### src/rtl/return_addr_stack_pkg.sv
`default_nettype none
// ============================================================================
// Module      : return_addr_stack_pkg
// Description : Shared processor package for the return-address stack.
//               Holds the default geometry of the stack and the encoding of
//               its two-state control FSM.
//               Contents:
//                 c_STACK_DEPTH - default number of return-address entries
//                 c_ADDR_W      - default width of a stored program address
//                 rasState_t    - FSM state type (RUN=0, FAULT=1)
// Revision    : 1.0 - initial release
// ============================================================================
package return_addr_stack_pkg;

    localparam int unsigned c_STACK_DEPTH = 8;
    localparam int unsigned c_ADDR_W      = 12;

    typedef enum logic [0:0] {
        RUN   = 1'b0,
        FAULT = 1'b1
    } rasState_t;

endpackage : return_addr_stack_pkg
`default_nettype wire

### src/rtl/return_addr_stack_mem.sv
`default_nettype none
// ============================================================================
// Module      : stack_mem
// Description : Storage array for the return-address stack.
//               STACK_DEPTH x ADDR_W registers with one synchronous write
//               port and one combinational read port. Contents are not reset.
//               Ports:
//                 clock  - in  : rising-edge write clock
//                 wrEn   - in  : write enable
//                 wrAddr - in  : write entry index
//                 wrData - in  : write data
//                 rdAddr - in  : read entry index
//                 rdData - out : entry[rdAddr], combinational
// Revision    : 1.0 - initial release
// ============================================================================
module stack_mem #(
    parameter int unsigned STACK_DEPTH = 8,
    parameter int unsigned ADDR_W      = 12
) (
    input  logic                           clock,
    input  logic                           wrEn,
    input  logic [$clog2(STACK_DEPTH)-1:0] wrAddr,
    input  logic [ADDR_W-1:0]              wrData,
    input  logic [$clog2(STACK_DEPTH)-1:0] rdAddr,
    output logic [ADDR_W-1:0]              rdData
);

    logic [ADDR_W-1:0] r_entry [STACK_DEPTH];

    always_ff @(posedge clock) begin
        if (wrEn) begin
            r_entry[wrAddr] <= wrData;
        end
    end

    assign rdData = r_entry[rdAddr];

endmodule : stack_mem
`default_nettype wire

### src/rtl/return_addr_stack.sv
`default_nettype none
// ============================================================================
// Module      : return_addr_stack
// Description : Hardware return-address stack with overflow/underflow
//               detection. Any illegal access (push when full, pop when
//               empty) freezes the stack in FAULT until clearErr.
//               Ports:
//                 clock       - in  : single clock, rising edge
//                 init_signal - in  : synchronous active-low reset
//                 push        - in  : store pushData on top (call)
//                 pop         - in  : remove top entry (return)
//                 pushData    - in  : return address to store
//                 clearErr    - in  : flush stack, clear flags, leave FAULT
//                 topOfStack  - out : entry[depth-1], 0 when empty
//                 depth       - out : number of valid entries
//                 stackEmpty  - out : depth == 0
//                 stackFull   - out : depth == STACK_DEPTH
//                 overflow    - out : sticky, push attempted while full
//                 underflow   - out : sticky, pop attempted while empty
//                 fault       - out : FSM is in FAULT
// Revision    : 1.0 - initial release
// ============================================================================
module return_addr_stack
    import return_addr_stack_pkg::*;
#(
    parameter int unsigned STACK_DEPTH = c_STACK_DEPTH,
    parameter int unsigned ADDR_W      = c_ADDR_W
) (
    input  logic                         clock,
    input  logic                         init_signal,
    input  logic                         push,
    input  logic                         pop,
    input  logic [ADDR_W-1:0]            pushData,
    input  logic                         clearErr,
    output logic [ADDR_W-1:0]            topOfStack,
    output logic [$clog2(STACK_DEPTH):0] depth,
    output logic                         stackEmpty,
    output logic                         stackFull,
    output logic                         overflow,
    output logic                         underflow,
    output logic                         fault
);

    localparam int unsigned          c_IDX_W = $clog2(STACK_DEPTH);
    localparam int unsigned          c_CNT_W = c_IDX_W + 1;
    localparam logic [c_CNT_W-1:0]   c_FULL  = c_CNT_W'(STACK_DEPTH);

    rasState_t           r_state;
    logic [c_CNT_W-1:0]  r_depth;
    logic                r_overflow;
    logic                r_underflow;

    logic                w_empty;
    logic                w_full;
    logic [c_IDX_W-1:0]  w_depthIdx;
    logic [c_IDX_W-1:0]  w_topIdx;
    logic                w_wrEn;
    logic [c_IDX_W-1:0]  w_wrAddr;
    logic [ADDR_W-1:0]   w_rdData;

    assign w_empty    = (r_depth == '0);
    assign w_full     = (r_depth == c_FULL);
    // Low bits only: the index is used for writing at depth, which is never
    // done when full, so the dropped MSB is always zero there.
    assign w_depthIdx = r_depth[c_IDX_W-1:0];
    // Wraps when empty; the read result is masked in that case.
    assign w_topIdx   = w_depthIdx - c_IDX_W'(1);

    // Write port control. Mirrors the write cases of the FSM below; reset,
    // FAULT and clearErr all suppress the write.
    always_comb begin
        w_wrEn   = 1'b0;
        w_wrAddr = w_depthIdx;
        if (init_signal && (r_state == RUN) && !clearErr) begin
            if (push && pop) begin
                // Tail-call replace, or a push into slot 0 when empty.
                w_wrEn   = 1'b1;
                w_wrAddr = w_empty ? '0 : w_topIdx;
            end else if (push && !w_full) begin
                w_wrEn   = 1'b1;
                w_wrAddr = w_depthIdx;
            end
        end
    end

    stack_mem #(
        .STACK_DEPTH (STACK_DEPTH),
        .ADDR_W      (ADDR_W)
    ) u_stack_mem (
        .clock  (clock),
        .wrEn   (w_wrEn),
        .wrAddr (w_wrAddr),
        .wrData (pushData),
        .rdAddr (w_topIdx),
        .rdData (w_rdData)
    );

    always_ff @(posedge clock) begin
        if (!init_signal) begin
            r_state     <= RUN;
            r_depth     <= '0;
            r_overflow  <= 1'b0;
            r_underflow <= 1'b0;
        end else begin
            case (r_state)
                RUN: begin
                    if (clearErr) begin
                        r_depth     <= '0;
                        r_overflow  <= 1'b0;
                        r_underflow <= 1'b0;
                    end else if (push && pop) begin
                        if (w_empty) begin
                            // Nothing to return from: still record the call,
                            // but flag the bad return.
                            r_depth     <= c_CNT_W'(1);
                            r_underflow <= 1'b1;
                            r_state     <= FAULT;
                        end
                    end else if (push) begin
                        if (w_full) begin
                            r_overflow <= 1'b1;
                            r_state    <= FAULT;
                        end else begin
                            r_depth <= r_depth + c_CNT_W'(1);
                        end
                    end else if (pop) begin
                        if (w_empty) begin
                            r_underflow <= 1'b1;
                            r_state     <= FAULT;
                        end else begin
                            r_depth <= r_depth - c_CNT_W'(1);
                        end
                    end
                end
                FAULT: begin
                    if (clearErr) begin
                        r_depth     <= '0;
                        r_overflow  <= 1'b0;
                        r_underflow <= 1'b0;
                        r_state     <= RUN;
                    end
                end
                default: begin
                    r_state <= RUN;
                end
            endcase
        end
    end

    assign topOfStack = w_empty ? '0 : w_rdData;
    assign depth      = r_depth;
    assign stackEmpty = w_empty;
    assign stackFull  = w_full;
    assign overflow   = r_overflow;
    assign underflow  = r_underflow;
    assign fault      = (r_state == FAULT);

endmodule : return_addr_stack
`default_nettype wire

### config.mk
export PLATFORM = sky130hd
export DESIGN_NAME = return_addr_stack
export DESIGN_NICKNAME = d
export VERILOG_FILES = /design/src/rtl/return_addr_stack_pkg.sv /design/src/rtl/return_addr_stack_mem.sv /design/src/rtl/return_addr_stack.sv
export SDC_FILE = /design/constraint.sdc
export NUM_CORES = 1
export LEC_CHECK = 0
export CAP_MARGIN = 20
export CORE_MARGIN = 2
export CORE_UTILIZATION = 45
export CTS_CLUSTER_DIAMETER = 50
export DETAILED_ROUTE_END_ITERATION = 8
export PLACE_DENSITY = 0.64
export SETUP_SLACK_MARGIN = 0.2
export SLEW_MARGIN = 20
export SYNTH_ARGS = -nofsm -noshare
export SYNTH_HDL_FRONTEND = slang
export SYNTH_SLANG_ARGS = --single-unit
### constraint.sdc
create_clock -name clock -period 7.1 [get_ports clock]
set_input_delay 1.065 -clock clock [delete_from_list [all_inputs] [get_ports clock]]
set_output_delay 1.065 -clock clock [all_outputs]
set_load 0.02 [all_outputs]
==> key figures <==
Yosys
  – Seq/Total Area, Yosys: 70.0%
  – Cells after Synth: 244
  – Ys async rst share: 0%
  – Distinct cells, synth: 41
  – Top_reg_cell synth: edfxtp_1
  – Mapped Area: 0.00432 sq mm
  – Syn nets: 266
  – Number of flops mapped to enable cells by yosys: 96
  – Yosys warns: 0
  – Syn Area/Cell: 17.7 sq um
  – Seq cells post-synth: 103

Min path
  – Min-delay src: overflow
  – Hold Path Sink: overflow
  – WHS Path Cells: 2
  – Worst Hold Class: reg2reg

Global routing
  – Vias in the first global route: 2331
  – Antenna violations before repair: 0
  – First-pass GRT wire length: 12600 microns
  – Pin count of the biggest net entering global routing: 32
  – GRT overflow: 0
  – GRT Util Overall: 16.7%

Drt
  – Detailed router's first-iteration violation count: 98
  – Final WL: 8030 microns
  – DRC: 0
  – Detailed Routing Iterations Pass 1: 4
  – Vias per cell: 5.31
  – Via count: 2248
  – Post-detailed-route wirelength per cell: 19.0 microns
  – Detail Route Antenna Nets: 0

Critical path
  – CP Launch Type: register
  – RR Endpoint: u_stack_mem.r_entry[0][8]
  – Reg2Reg Setup Slack: 4.17 ns
  – Worst R2R Start: depth[1]
  – Crit path max fanout: 12
  – Crit path arrival time: 3.03 ns
  – R2R cell count: 7
  – Worst Setup End Kind: output pin
  – Crit path kind: reg2out
  – Worst EP required: 6.03 ns

Outcome
  – Status: complete, no violations

Clock network
  – Root Buffer: clkbuf_8
  – H-tree lvl count: 3
  – Clk_lat worst skew: 0.36 ns
  – Total setup buffers inserted after CTS: 0
  – Clock slew seen by the registers of the worst setup and hold paths: 0.10 ns
  – Post-CTS resize count: 0
  – CTS tree: yes
  – CTS Buffer Depth: 2
  – Sink count of the clock tree: 103
  – CTS Hold Bufs: 0
  – CTS buffer count: 9

STA
  – Final Cycle Share: 57.7%
  – Crit path time final: 4.09 ns
  – Final hold violation count: 0
  – Total Neg Setup Slack: 0 ns
  – Setup violators final: 0
  – Worst-margin pin slew: 0.821 ns
  – Max-slew violations: 0
  – Worst rel slew slack: 44.6%
  – RSZ-0062 raised after global routing: no
  – FMAX: 244 MHz
  – Clock Skew: 0.0196 ns

Placement
  – Detailed placer's ending HPWL: 4970 microns
  – IO buf count: 37
  – RD Place Congestion: 0.767
  – Cell total after placement: 408

Layout
  – Syn-to-layout area delta: 17.0%
  – Final non-filler cell total: 423
  – Post-layout nets: 312
  – # diodes: 0
  – Share of cells above drive strength 1: 19.0%

Run
  – Max-cap violations: 0

Power and ir drop
  – Max VDD drop: 0.000139 V
  – P per Cell Area: 243 mW/mm^2
  – Final Total Pwr: 0.00123 W
  – Pleak: 1.63 nW

Floorplanning
  – Die ar.: 0.0104 sq mm
  – Core ar.: 0.00928 sq mm
  – Initial Util: 46.5%
  – I/O Pins: 38
  – Core Rows: 35
  – Die height: 102 microns
  – Die width: 102 microns
==> per-stage QoR <==
stage	hold slack (ns)	util [%]	setup slack, ns	cell area, sq um
floorplan	0.573	-	3.52	4320
global placement	0.469	52.4	3.16	4870
detailed placement	0.468	52.4	3.13	4870
CTS	0.493	54.4	2.97	5050
global route	0.522	54.4	2.76	5050
finish	0.485	54.4	3.01	5050
==> critical path: stages (launching register included) <==
cell and delay, ns:
dfxtp_1 0.38, inv_1 0.16, ha_1 0.19, nor3b_2 0.50, nand2b_1 0.65, o2bb2ai_1 0.21, clkdlybuf4s50_1 0.58
==> state kept, by name (all words and copies together) (netlist names) <==
name                 count
u_stack_mem.r_entry     96
depth                    4
fault                    1
overflow                 1
underflow                1
==> synth_stat cells (3+ instances only) <==
cell / count / area share (%)
dfxtp_1: 7 / 3.2
edfxtp_1: 96 / 67
nand2b_1: 3 / 0.43
mux4_2: 24 / 13
nor2_1: 14 / 1.2
buf_2: 5 / 0.58
ha_1: 4 / 1.2
a31oi_1: 3 / 0.43
nand2_1: 9 / 0.78
inv_1: 19 / 1.7
clkbuf_1: 3 / 0.26
o2bb2ai_1: 12 / 2.4
a21oi_1: 6 / 0.70
==> how the worst max path moves through the flow <==
stage                     startpoint                        end  slack, ns
after floorplan             depth[0]              topOfStack[0]       3.52
after global placement          push  u_stack_mem.r_entry[1][0]       3.16
after detailed placement        push  u_stack_mem.r_entry[0][0]       3.13
after CTS                   depth[1]              topOfStack[4]       2.97
after global routing        depth[1]              topOfStack[4]       2.76
final                       depth[1]              topOfStack[4]       3.01
==> routing by layer <==
metal,up-vias,track usage (%),wire length (microns),share of wire (%)
met5,-,0,0,0
li1,1046,-,-,-
met3,7,2.60,273,3.4
met2,49,28.2,4060,51
met4,0,5.23,77,0.96
met1,1146,22.6,3620,45
==> layout make-up <==
cell class,instances,area (sq um)
multi-input cells,110,1160
well taps,129,161
flip-flops and latches,103,3020
clock inverters,5,57.6
fillers,779,4230
inverters,19,71.3
clock buffers,10,128
repair buffers,47,445
==> report_power, final <==
group / internal, W / switching, W
Clock: 0.000161 / 0.000188
Sequential: 0.000670 / 0.00000561
Combinational: 0.0000936 / 0.000106
==> cell families (layout without fill, tap and decap cells) <==
group                      after synthesis  in the layout  share of synthesized area [%]
DFF                                    103            103                           70.0
and+or+nand+nor                         44             44                           5.51
buffers and inverters                   31             81                           3.04
AOI/OAI and AO/OA                       29             29                           5.33
muxes                                   28             28                           13.7
adders and majority gates                5              5                           1.62
xor gates and xnor gates                 4              4                          0.812
==> placed cells by master (no fill, tap or decap), types with 2 or more instances in the layout <==
cell type,n
edfxtp_1,96
clkdlybuf4s50_1,37
mux4_2,24
inv_1,19
nor2_1,14
o2bb2ai_1,12
buf_4,10
nand2_1,9
clkbuf_8,9
a21oi_1,6
dfxtp_1,6
ha_1,4
nand2b_1,3
a31oi_1,3
xnor2_1,2
and2_1,2
nor3_1,2
o21ai_0,2
mux2_4,2
mux2i_1,2
nor2b_1,2
a21oi_4,2
xor2_1,2
or3_1,2
clkinvlp_4,2
Power figures use the tool's default switching activity.
